`config.mk`:
```
export PLATFORM = sky130hd
export DESIGN_NAME = ram_rw_ctrl
export DESIGN_NICKNAME = d
export VERILOG_FILES = /design/src/rtl/ram_rw_ctrl.sv
export SDC_FILE = /design/constraint.sdc
export NUM_CORES = 1
export LEC_CHECK = 0
export ABC_AREA = 1
export BUFFER_PORTS_ARGS = -buffer_cell sky130_fd_sc_hd__buf_4
export CAP_MARGIN = 20
export CORE_ASPECT_RATIO = 0.9
export CORE_UTILIZATION = 45
export DETAILED_ROUTE_END_ITERATION = 8
export GPL_TIMING_DRIVEN = 0
export PLACE_DENSITY = 0.72
export SYNTH_ARGS = -nofsm -noshare
export SYNTH_HDL_FRONTEND = slang
export SYNTH_SLANG_ARGS = --single-unit
```
`constraint.sdc`:
```
create_clock -name clk -period 2.5 [get_ports clk]
set_input_delay 0.5 -clock clk [delete_from_list [all_inputs] [get_ports clk]]
set_output_delay 0.5 -clock clk [all_outputs]
set_load 0.005 [all_outputs]
```
`src/rtl/ram_rw_ctrl.sv`:
```
// ram_rw_ctrl
//   Access sequencer in front of a small R/W RAM. Takes single WRITE/READ
//   commands and whole-memory FILL/DUMP commands over a valid/ready command
//   channel, drives the RAM's sel/addr/din pins and returns read data over a
//   valid/ready response channel. The RAM shares clk/reset with this block.
//
// Ports
//   clk, reset            clock (posedge) / synchronous active-high reset
//   cmd_valid/cmd_ready   command handshake; cmd_ready only in IDLE
//   cmd_op                00=WRITE 01=READ 10=FILL 11=DUMP
//   cmd_addr, cmd_data    address (WRITE/READ), data (WRITE) or seed (FILL)
//   rsp_valid/rsp_ready   response handshake
//   rsp_addr, rsp_data    address and data of the response
//   busy                  high whenever the sequencer is not IDLE
//   ram_sel               to RAM: 1=write, 0=read
//   ram_addr, ram_din     to RAM
//   ram_dout              from RAM, registered (valid 1 cycle after a read)
module ram_rw_ctrl #(
  parameter int ADDR_WIDTH = 2,
  parameter int DATA_WIDTH = 4
) (
  input  logic                  clk,
  input  logic                  reset,
  input  logic                  cmd_valid,
  output logic                  cmd_ready,
  input  logic [1:0]            cmd_op,
  input  logic [ADDR_WIDTH-1:0] cmd_addr,
  input  logic [DATA_WIDTH-1:0] cmd_data,
  output logic                  rsp_valid,
  input  logic                  rsp_ready,
  output logic [ADDR_WIDTH-1:0] rsp_addr,
  output logic [DATA_WIDTH-1:0] rsp_data,
  output logic                  busy,
  output logic                  ram_sel,
  output logic [ADDR_WIDTH-1:0] ram_addr,
  output logic [DATA_WIDTH-1:0] ram_din,
  input  logic [DATA_WIDTH-1:0] ram_dout
);

  localparam int DEPTH = 1 << ADDR_WIDTH;
  localparam logic [ADDR_WIDTH-1:0] LAST_ADDR = ADDR_WIDTH'(DEPTH - 1);

  typedef enum logic [2:0] {
    S_IDLE,
    S_WR,
    S_FILL,
    S_RD_ISS,
    S_RD_CAP,
    S_RESP
  } state_e;

  typedef enum logic [1:0] {
    OP_WRITE = 2'b00,
    OP_READ  = 2'b01,
    OP_FILL  = 2'b10,
    OP_DUMP  = 2'b11
  } op_e;

  state_e                  state, state_nxt;
  op_e                     op_q;
  logic [ADDR_WIDTH-1:0]   addr_q;
  logic [DATA_WIDTH-1:0]   data_q;
  logic [ADDR_WIDTH-1:0]   cnt;
  logic                    cnt_last;
  logic [ADDR_WIDTH-1:0]   rd_addr;

  assign cnt_last = (cnt == LAST_ADDR);
  // DUMP walks the counter; READ uses the captured address
  assign rd_addr  = (op_q == OP_DUMP) ? cnt : addr_q;

  always_ff @(posedge clk) begin
    if (reset) state <= S_IDLE;
    else       state <= state_nxt;
  end

  always_comb begin
    state_nxt = state;
    cmd_ready = 1'b0;
    busy      = 1'b1;
    rsp_valid = 1'b0;
    ram_sel   = 1'b0;
    ram_addr  = '0;
    ram_din   = '0;
    case (state)
      S_IDLE: begin
        cmd_ready = 1'b1;
        busy      = 1'b0;
        if (cmd_valid) begin
          case (op_e'(cmd_op))
            OP_WRITE: state_nxt = S_WR;
            OP_FILL:  state_nxt = S_FILL;
            default:  state_nxt = S_RD_ISS;
          endcase
        end
      end
      S_WR: begin
        ram_sel   = 1'b1;
        ram_addr  = addr_q;
        ram_din   = data_q;
        state_nxt = S_IDLE;
      end
      S_FILL: begin
        ram_sel  = 1'b1;
        ram_addr = cnt;
        ram_din  = data_q + DATA_WIDTH'(cnt);
        if (cnt_last) state_nxt = S_IDLE;
      end
      S_RD_ISS: begin
        ram_addr  = rd_addr;
        state_nxt = S_RD_CAP;
      end
      S_RD_CAP: begin
        ram_addr  = rd_addr;
        state_nxt = S_RESP;
      end
      S_RESP: begin
        rsp_valid = 1'b1;
        ram_addr  = rd_addr;
        if (rsp_ready) begin
          if (op_q == OP_DUMP && !cnt_last) state_nxt = S_RD_ISS;
          else                              state_nxt = S_IDLE;
        end
      end
      default: state_nxt = S_IDLE;
    endcase
    // Reset must stop a write in the very cycle it is asserted, before the
    // state register has had an edge to return to IDLE.
    if (reset) begin
      ram_sel   = 1'b0;
      ram_addr  = '0;
      ram_din   = '0;
      rsp_valid = 1'b0;
    end
  end

  always_ff @(posedge clk) begin
    if (reset) begin
      op_q     <= OP_WRITE;
      addr_q   <= '0;
      data_q   <= '0;
      cnt      <= '0;
      rsp_addr <= '0;
      rsp_data <= '0;
    end else begin
      if (state == S_IDLE && cmd_valid) begin
        op_q   <= op_e'(cmd_op);
        addr_q <= cmd_addr;
        data_q <= cmd_data;
        cnt    <= '0;
      end
      if (state == S_FILL && !cnt_last)
        cnt <= cnt + ADDR_WIDTH'(1);
      if (state == S_RD_CAP) begin
        rsp_data <= ram_dout;
        rsp_addr <= rd_addr;
      end
      if (state == S_RESP && rsp_ready && op_q == OP_DUMP && !cnt_last)
        cnt <= cnt + ADDR_WIDTH'(1);
    end
  end

endmodule

```
Word level (Yosys, flattened, before mapping)
Cells that the tools add are included.
Word-level totals
  register bits: 19
  latch bits: 0
  memory bits (writable): 0
  bits in read-only memories: 0
  output and inout bits: 16
  word-level logic and storage cells: 53
  memories kept: 0
Cells by class
  $add $sub $neg: 2
  multiply operators: 0
  div/mod/pow operators: 0
  $lt $le $gt $ge: 0
  eq/ne operators: 11
  shift operators: 0
  multiplexer cells: 20
  bitwise operators: 0
  reduce and logical (&&, ||, !) cells: 13
Operators with widths (count)
  3-bit one-hot mux with 5 select lines: 1
  2-bit 2-to-1 mux: 6
  3-bit 2-to-1 mux: 3
  4-bit one-hot mux with 2 select lines: 1
  2-bit equality test, second input constant: 3
  3-bit by 2-bit equality test with 1-bit output, second input constant: 2
  3-bit equality test, second input constant: 2
  1-bit logical AND: 6
  1-bit 2-to-1 mux: 6
  2-bit != test, second input constant: 3
  2-bit one-hot mux with 3 select lines: 1
  4-bit by 2-bit adder with 4-bit output: 1
  4-bit 2-to-1 mux: 1
  2-bit one-hot mux with 2 select lines: 1
  3-bit by 1-bit equality test with 1-bit output, second input constant: 1
  3-bit logical NOT: 1
  3-bit AND reduction: 1
  3-bit nonzero test: 1
  3-bit OR reduction: 1
  2-bit by 1-bit adder with 2-bit output, second input constant: 1
  2-bit logical NOT: 1
  2-bit OR reduction: 1
  1-bit logical NOT: 1

Longest topological paths before layout
Gate-level depths: netlist of the first run.
  depth after elaboration: 6
  gate-level depth with buffers: 7
  gate-level depth less buffers: 7

Worst setup path before layout of the first run
No wires, ideal clock.
  path type: register -> output
  start: register data_q[0]
  end: output port ram_din[1]
  data arrival time: 1.172 ns
  required time: 2.000 ns
  setup slack: 0.828 ns
  stages on the path, launching flop included: 5
  cell sequence: dfxtp_1 -> ha_1 -> fa_1 -> nand2_1 -> a21oi_1
On the way
  longest elaborated chain between the ends: 3
RTL lines
  from (decl): line 62  | logic [DATA_WIDTH-1:0] data_q;
  from (signal assigned): line 148  | data_q <= cmd_data;
  4-bit by 2-bit adder with 4-bit output: line 105  | ram_din = data_q + DATA_WIDTH'(cnt);
  4-bit one-hot mux with 2 select lines: line 84  | case (state)
  4-bit 2-to-1 mux: line 128  | if (reset) begin
  to (decl): line 36  | output logic [DATA_WIDTH-1:0] ram_din,
Every way passes these cells.

Final worst setup path of the first run
  start: register cnt[0]
  end: output port ram_din[1]
On the way
  longest elaborated chain between the ends: 3
RTL lines
  from (decl): line 63  | logic [ADDR_WIDTH-1:0] cnt;
  from (signal assigned): line 152  | cnt <= cnt + ADDR_WIDTH'(1);
  from (signal assigned): line 158  | cnt <= cnt + ADDR_WIDTH'(1);
  4-bit by 2-bit adder with 4-bit output: line 105
  4-bit one-hot mux with 2 select lines: line 84
  4-bit 2-to-1 mux: line 128
Every way passes these cells.

==> results of run 1 <==
Yosys cell counts, drive strengths merged:
cell type and count:
buf 3, fa 1, nor2 19, o21ai 9, a21oi 17, inv 16
nand2 42, clkbuf 1, nand3 19, o211ai 1, ha 3, a31oi 4
nand3b 1, dfxtp 19
worst register-to-register path: stages, from the launching register on:
cell and delay [ns]:
dfxtp_1 0.50, ha_1 0.23, inv_1 0.05, nand3_2 0.10, nand2_1 0.06, nor2_1 0.13, nand2_1 0.07, a21oi_1 0.12
cells by family (layout without fill, tap and decap cells):
logic type,Yosys count,after routing,synth area share [%]
AND/OR/NAND/NOR,81,81,35.05
AO/OA/AOI/OAI,31,31,15.94
buffers and inverters,20,53,7.971
flip-flops,19,19,35.64
adder cells (fa/ha/maj),4,4,5.393
report_power, final:
part           leakage, nW  internal, mW  total (mW)  switching (mW)
combinational        0.462         0.204       0.503           0.299
sequential           0.155         0.361       0.418          0.0569
clock               0.0150        0.0622       0.158          0.0958
flip-flops by register name, summed over array words and instances (netlist names):
| register | count |
|---|---|
| addr_q | 2 |
| cnt | 2 |
| data_q | 4 |
| rsp_data | 4 |
| op_q | 2 |
| state | 3 |
| rsp_addr | 2 |
layout by cell type (no fill, tap or decap), drive strengths merged:
cell type / netlist / layout
dfxtp: 19 / 19
o211ai: 1 / 1
nand3b: 1 / 1
clkbuf: 1 / 5
nand2: 42 / 42
buf: 3 / 32
nand3: 19 / 19
ha: 3 / 3
o21ai: 9 / 9
a21oi: 17 / 17
fa: 1 / 1
a31oi: 4 / 4
inv: 16 / 16
nor2: 19 / 19
layer usage:
metal,vias to the layer above,track usage (%)
met1,496,27.63
met4,0,7.895
met5,-,0
li1,574,-
met3,5,6.542
met2,17,38.50
final timing paths:
path	startpoint	endpoint	slack, ns	depth (start not counted)
worst min-delay path	ram_dout[1]	rsp_data[1]	0.44	3
worst max register to register	cnt[1]	state[1]	1.17	7
worst max-delay path	cnt[0]	ram_din[1]	0.34	5
worst min register to register	rsp_data[3]	rsp_data[3]	0.50	2
stage by stage:
step | cells | hold slack [ns] | worst slack [ns]
after floorplan | 155 | 0.4572 | 0.8282
after global placement | 211 | 0.4670 | 0.5978
after detailed placement | 211 | 0.4773 | 0.5570
after CTS | 215 | 0.4400 | 0.3349
after global routing | 215 | 0.4460 | 0.2317
final | 215 | 0.4411 | 0.3410
layout make-up:
type                       instances  area [um2]
tap                               27       33.78
multi-input combinational        116       601.8
inverter                          16       60.06
buffer                             4       25.02
timing repair buffer              29       217.7
sequential                        19       380.4
fill                             214       857.1
clock buffer                       4       26.28
==> out/metrics.csv, run 1 <==
metric;value;unit
peakVddDrop;0.4918;mV
ys_seq_area_share;35.64;%
synth_cells;155;
crit_arrival;1.66;ns
path_cells;ha_1 -> fa_1 -> nand2_1 -> a21oi_1 -> buf_4;
htreeDepth;1;
final_area;0.001345;mm2
start_kind;flop;
end_kind;output port;
post_cts_buffers;0;
cts_resized;0;
synth.avg_cell_area;6.886;um2
wl_per_cell;11.73;um
start_util;48.47;%
yosysWarnings;0;
placed_area;0.001319;mm2
cpMaxStageDelayCell;fa_1;
cts_buffer_depth;2;
skew;0.002798;ns
routed_via_density;5.079;
crit_type;flop to output port;
firstDrtPassIters;4;
cts.sinks;19;
grt-ovfl-total;0;
wl_met2;1235;um
clk_pin_slew;0.11;ns
hold_viol_final;0;
dp_hpwl;1953;um
synth.cell_area;0.001067;mm2
numCtsBuffers;3;
max_stage_delay;0.48;ns
ys_types;23;
power.total;1.079;mW
relSlewSlack;64.51;%
die_h;48.20;um
place_congestion;0.8645;
report.final.slew_viol_count;0;
clk_latency;0.30;ns
grt_pass1_wl;4022;um
dieWidth;53.34;um
rows;16;
powerDensity;802.2;mW/mm2
track_usage;22.60;%
grt_pass1_vias;934;
ioPinCount;32;
maxCapViolations;0;
n_antenna_cell;0;
holdCritPathClass;primary input to flop;
antenna_left;0;
crit_fanout;4;
fmax;463.2;MHz
synth_area_leader_cell;dfxtp_1;
synthToLayoutAreaGrowth;26.03;%
setup-tns-final;0;ns
hold_buffers;0;
rsz0062_at_grt;false;
drive_gt1_share;27.13;%
drt_drc_violations_left;0;
nets;209;
core_region_area;0.002202;mm2
portBuffers;29;
path_delay_family;adder cells;
synth-seq-cells;19;
final_util;61.08;%
wl_met1;1174;um
grt_max_degree;11;
synth_top_area_share;35.64;%
setup_viol;0;
path_buf_inv;1;
syn_nets;175;
route.met3.wl;85;um
required;2.00;ns
clock-root-buffer;clkbuf_4;
cts_tree;yes;
routed.top_layer;met4;
die-area;0.002571;mm2
period_needed;2.159;ns
vias;1092;
antenna_found_initial;0;
worst_slew_pin_slew;0.5324;ns
p_leak;0.6317;nW
drt_iter0_markers;28;
netlist_top_cells_area;dfxtp_1 (36%), nand2_1 (14%), nand3_1 (7.5%);
status;finished, final reports clean;
wirelength;2522;um
fin_crit_sh;86.36;%
(Power assumes the default switching activity.)
==> run 2: changes to the inputs <==
GPL_TIMING_DRIVEN = default   (was 0)
clock period = 2.43 ns   (was 2.5 ns; I/O delays follow)
==> run 2 against run 1 <==
Combinational power rose by 2%. Clock skew decreased by 0.00079 ns. Largest power group unchanged. Highest routed layer unchanged. Global-route usage is 0.12 points lower. Non-clock buffer count decreased by 2.
==> out/metrics.csv, run 2 (same netlist as run 1, synthesis figures left out) <==
metric;value;unit;change
status;finished, final reports clean;;
drive_gt1_share;26.88;%;-0.25 points
firstDrtPassIters;4;;unchanged
setup-tns-final;0;ns;unchanged
rsz0062_at_grt;false;;
worst_slew_pin_slew;0.3529;ns;-0.1795 ns
largestRegisters;data_q: 4 flops, rsp_data: 4 flops, state: 3 flops;;
setup_viol;0;;unchanged
start_kind;flop;;
skew;0.002009;ns;-0.0007890 ns
period_needed;2.185;ns;
grt_max_degree;20;;+9
antenna_left;0;;unchanged
layout_common_cells;nand2_1 (41), buf_4 (31), dfxtp_1 (19);;
htreeDepth;1;;unchanged
post_cts_buffers;0;;unchanged
peakVddDrop;0.5382;mV;+9.4%
fillers;211;;-1.4%
end_kind;output port;;
numCtsBuffers;3;;unchanged
clock-root-buffer;clkbuf_4;;
cts_tree;yes;;
fmax;457.7;MHz;
relSlewSlack;76.44;%;+12 points
placed_cells;209;;-0.95%
maxCapViolations;0;;unchanged
required;1.94;ns;-0.06 ns
p_leak;0.6259;nW;-0.92%
multi_input_area;601.8;um2;unchanged
cts_resized;0;;unchanged
grt-ovfl-total;0;;unchanged
track_usage;22.48;%;-0.12 points
holdCritPathClass;primary input to flop;;
ioPinCount;32;;unchanged
clk_latency;0.31;ns;about the same
rows;16;;unchanged
n_antenna_cell;0;;unchanged
cts_buffer_depth;2;;unchanged
wl_per_cell;12.17;um;+3.7%
antenna_found_initial;0;;unchanged
crit_fanout;6;;+2
fin_crit_sh;89.91;%;
core_region_area;0.002202;mm2;unchanged
start_util;48.47;%;unchanged
die_h;48.20;um;unchanged
vias;1106;;+1.3%
grt_pass1_wl;4015;um;-0.17%
hold_viol_final;0;;unchanged
dieWidth;53.34;um;unchanged
routed_via_density;5.192;;+2.2%
grt_pass1_vias;897;;-4.0%
wirelength;2592;um;+2.8%
report.final.slew_viol_count;0;;unchanged
nets;207;;-0.96%
place_congestion;0.8128;;-6.0%
die-area;0.002571;mm2;unchanged
stdcell_count;213;;-0.93%
whs;0.4284;ns;-0.01274 ns
clk_pin_slew;0.11;ns;about the same
ff_latch_area;380.4;um2;unchanged
drt_drc_violations_left;0;;unchanged
synthToLayoutAreaGrowth;25.09;%;
powerDensity;834.2;mW/mm2;+4.0%
drt_iter0_markers;26;;-7.1%
crit_type;flop to output port;;
final_common_cell;nand2_1;;
crit_arrival;1.70;ns;+0.04 ns
dp_hpwl;1982;um;+1.5%
hold_buffers;0;;unchanged
cts.sinks;19;;unchanged
portBuffers;31;;+6.9%
run 2: worst paths after layout:
path / from / end / slack [ns] / cells after the start
min reg2reg: addr_q[0] / addr_q[0] / 0.49 / 2
max reg2reg: cnt[1] / cnt[0] / 1.07 / 5
min: ram_dout[1] / rsp_data[1] / 0.43 / 3
max: cnt[1] / ram_din[3] / 0.25 / 7
run 2: layout make-up:
type | instances | share of cell area (%)
Multi-Input combinational cell | 116 | 45.08
Sequential cell | 19 | 28.49
Timing Repair Buffer | 31 | 17.43
Inverter | 16 | 4.499
Tap cell | 27 | 2.530
Clock buffer | 4 | 1.968
run 2: per-layer routing:
layer	routed length (um)	up-vias	GRT usage [%]
met5	0	-	0
met4	33	0	7.895
met3	112	5	6.542
met2	1212	25	36.50
met1	1233	503	28.81
li1	-	573	-
run 2: metrics by stage:
stage	cell area (um2)	power [mW]	setup WS [ns]	util, %
6_report	1335	1.114	0.2453	60.62
3_5_place_dp	1309	0.9513	0.6050	59.43
4_1_cts	1335	1.117	0.2492	60.62
5_1_grt	1335	1.208	0.1478	60.62
3_3_place_gp	1309	0.9348	0.6706	59.43
2_1_floorplan	1067	0.7813	0.7722	-
run 2: worst max-delay path: stages, from the launching register on:
cell     delay [ns]
dfxtp_1        0.50
ha_1           0.30
nand3_1        0.13
nand2_1        0.06
nand2_1        0.06
nand3_1        0.07
a21oi_1        0.15
buf_4          0.13
run 2: report_power, final:
part | switching (mW) | total [mW] | internal, mW
combinational | 0.304 | 0.511 | 0.208
clock | 0.104 | 0.168 | 0.0642
sequential | 0.0634 | 0.435 | 0.371
total | 0.471 | 1.11 | 0.643
==> run 3: changes to the inputs <==
ABC_AREA = 0   (was 1)
==> run 3 against run 2 <==
Sequential share of layout area shrank 0.21 points. Maximum frequency shrank 4.1%. Hold slack lost 0.019 ns. Via count shrank 8.5%. Power shrank 38%. Sequential power shrank 17%. Global-route usage shrank 1.5 points. Core utilization shrank 0.64 points. Cell count shrank 13%. Clock skew grew 0.0036 ns. Synthesized cell count shrank 16%. Non-clock buffer count grew 1.
==> out/metrics.csv, run 3 <==
metric;value;unit;change
period_needed;2.278;ns;+0.09308 ns
yosys.area_share.simple;24.43;%;-11 points
synth-seq-cells;19;;unchanged
die_h;48.72;um;+1.1%
die-area;0.002626;mm2;+2.1%
place_ws;0.4940;ns;-0.1110 ns
crit_type;flop to output port;;
ioPinCount;32;;unchanged
yosysWarnings;0;;unchanged
grt_pass1_vias;951;;+6.0%
portBuffers;31;;unchanged
syn_nets;150;;-14%
clk_latency;0.31;ns;about the same
htreeDepth;1;;unchanged
hold_buffers;0;;unchanged
start_util;48.66;%;+0.19 points
drive_gt1_share;27.85;%;+0.97 points
nets;179;;-14%
cts_buffer_depth;2;;unchanged
drt_iter0_markers;19;;-27%
crit_fanout;6;;unchanged
required;1.94;ns;about the same
synth_edf_count;0;;unchanged
synth_ff_type;dfxtp_1;;
synth.avg_cell_area;8.393;um2;+22%
synth_top_family_by_area;simple AND/OR/NAND/NOR gates;;
numCtsBuffers;3;;unchanged
n_antenna_cell;0;;unchanged
skew;0.005566;ns;+0.003557 ns
vias;1012;;-8.5%
path_cells;ha_1 -> fa_1 -> xor2_1 -> a22oi_1 -> nor2_1 -> buf_4;;
fin_ws;0.1522;ns;-0.09308 ns
synth_compound_area_share;21.56;%;+5.6 points
ys_types;38;;+65%
hold_viol_final;0;;unchanged
largestRegisters;data_q: 4 flops, rsp_data: 4 flops, state: 3 flops;;
wirelength;2498;um;-3.6%
place_congestion;0.8092;;-0.44%
setup-tns-final;0;ns;unchanged
relSlewSlack;60.51;%;-16 points
netlist_top_cells_area;dfxtp_1 (35%), nand2_1 (7.2%), a21oi_1 (6.4%);;
rsz0062_at_grt;false;;
synth.cell_area;0.001091;mm2;+2.2%
yosys-top-cells-count;nand2_1 (21), dfxtp_1 (19), a21oi_1 (14);;
p_leak;0.5841;nW;-6.7%
fillers;225;;+6.6%
ys_seq_area_share;34.86;%;-0.78 points
rows;16;;unchanged
holdCritPathClass;primary input to flop;;
yosysMostFrequentCell;nand2_1;;
fin_crit_sh;93.74;%;+3.8 points
synth_area_leader_cell;dfxtp_1;;
synth_mux_area_share;7.454;%;+7.5 points
synth_top_area_share;34.86;%;-0.78 points
powerDensity;511.9;mW/mm2;-39%
async_reset_ff_share;0;%;unchanged
worst_slew_pin_slew;0.5897;ns;+0.2368 ns
cts_resized;0;;unchanged
firstDrtPassIters;4;;unchanged
report.final.slew_viol_count;0;;unchanged
synth_cells;130;;-16%
cts_tree;yes;;
start_kind;flop;;
crit_arrival;1.79;ns;+0.09 ns
yosys.area_share.adder;5.275;%;-0.12 points
maxCapViolations;0;;unchanged
clk_pin_slew;0.12;ns;about the same
routed_via_density;5.470;;+5.3%
wl_per_cell;13.50;um;+11%
status;finished, final reports clean;;
setup_viol;0;;unchanged
synthToLayoutAreaGrowth;23.28;%;
drt_drc_violations_left;0;;unchanged
antenna_left;0;;unchanged
whs;0.4097;ns;-0.01865 ns
peakVddDrop;0.4361;mV;-19%
dieWidth;53.91;um;+1.1%
max_stage_delay;0.39;ns;-0.11 ns
synthXorXnorAreaFrac;0.8028;%;+0.80 points
end_kind;output port;;
clock-root-buffer;clkbuf_4;;
grt_pass1_wl;4140;um;+3.1%
track_usage;20.97;%;-1.5 points
layout_common_cells;buf_4 (32), nand2_1 (21), dfxtp_1 (19);;
final_common_cell;buf_4;;
dp_hpwl;1872;um;-5.5%
fmax;439.0;MHz;-4.1%
grt_max_degree;23;;+15%
cts.sinks;19;;unchanged
cpMaxStageDelayCell;fa_1;;
post_cts_buffers;0;;unchanged
grt-ovfl-total;0;;unchanged
core_region_area;0.002242;mm2;+1.8%
antenna_found_initial;0;;unchanged
-- run 3: cell count changes after synthesis, moves of 3 or more --
cell	previous run	this run
nand3_1	16	1
a22oi_1	0	3
nor2_1	16	12
inv_2	7	0
nand2_1	41	21
mux2i_1	0	7
o21ai_0	9	3
inv_1	9	3
nor2b_1	0	4
clkbuf_1	0	4
-- run 3: path summary, 6_finish.rpt --
check | end | slack [ns] | startpoint | cells past startpoint
max | ram_din[2] | 0.15 | cnt[0] | 6
min | data_q[2] | 0.41 | cmd_data[2] | 3
max reg2reg | cnt[0] | 0.66 | cnt[1] | 5
min reg2reg | op_q[1] | 0.50 | op_q[1] | 2
-- run 3: kinds of logic (layout without fill, tap and decap cells) --
| group | Yosys count | count (layout) |
|---|---|---|
| adder cells (fa/ha/maj) | 4 | 4 |
| AND/OR/NAND/NOR | 51 | 51 |
| multiplexers | 8 | 8 |
| XOR/XNOR | 1 | 1 |
| buffers and inverters | 11 | 39 |
| flip-flops | 19 | 19 |
| AO/OA/AOI/OAI | 36 | 36 |
-- run 3: per-stage QoR --
stage | power, mW | cell area (um2) | cells | util, %
after global placement | 0.5194 | 1315 | 181 | 58.65
after floorplan | 0.4669 | 1091 | 130 | -
final | 0.6885 | 1345 | 185 | 59.99
after CTS | 0.6954 | 1345 | 185 | 59.99
after global routing | 0.7319 | 1345 | 185 | 59.99
after detailed placement | 0.5260 | 1315 | 181 | 58.65
-- run 3: area by class of cell --
cell class	instances	area, um2	area share, %
well taps	27	33.78	2.512
clock inverters	1	7.507	0.5581
flip-flops and latches	19	380.4	28.28
clock buffers	3	22.52	1.674
repair buffers	32	240.2	17.86
inverters	3	11.26	0.8372
multi-input cells	100	649.4	48.28
-- run 3: power breakdown --
part,total [mW],switching (mW),internal (mW),leakage (nW)
sequential,0.360,0.0285,0.331,0.155
clock,0.170,0.107,0.0629,0.0139
combinational,0.159,0.0774,0.0814,0.415
total,0.688,0.213,0.475,0.584
-- run 3: critical path, delay by kind of cell, from the launching register on --
| kind | cells | cell delay, ns |
|---|---|---|
| AO/OA/AOI/OAI | 1 | 0.15 |
| XOR/XNOR | 1 | 0.15 |
| adder cells (fa/ha/maj) | 2 | 0.62 |
| buffers and inverters | 1 | 0.13 |
| flip-flops | 1 | 0.37 |
| AND/OR/NAND/NOR | 1 | 0.06 |
-- run 3: per-layer routing --
layer / vias up / track usage, % / routed length, um
met5: - / 0 / 0
met4: 0 / 2.193 / 0
met3: 0 / 6.604 / 171
met2: 32 / 31.69 / 1206
met1: 468 / 29.77 / 1120
li1: 512 / - / -
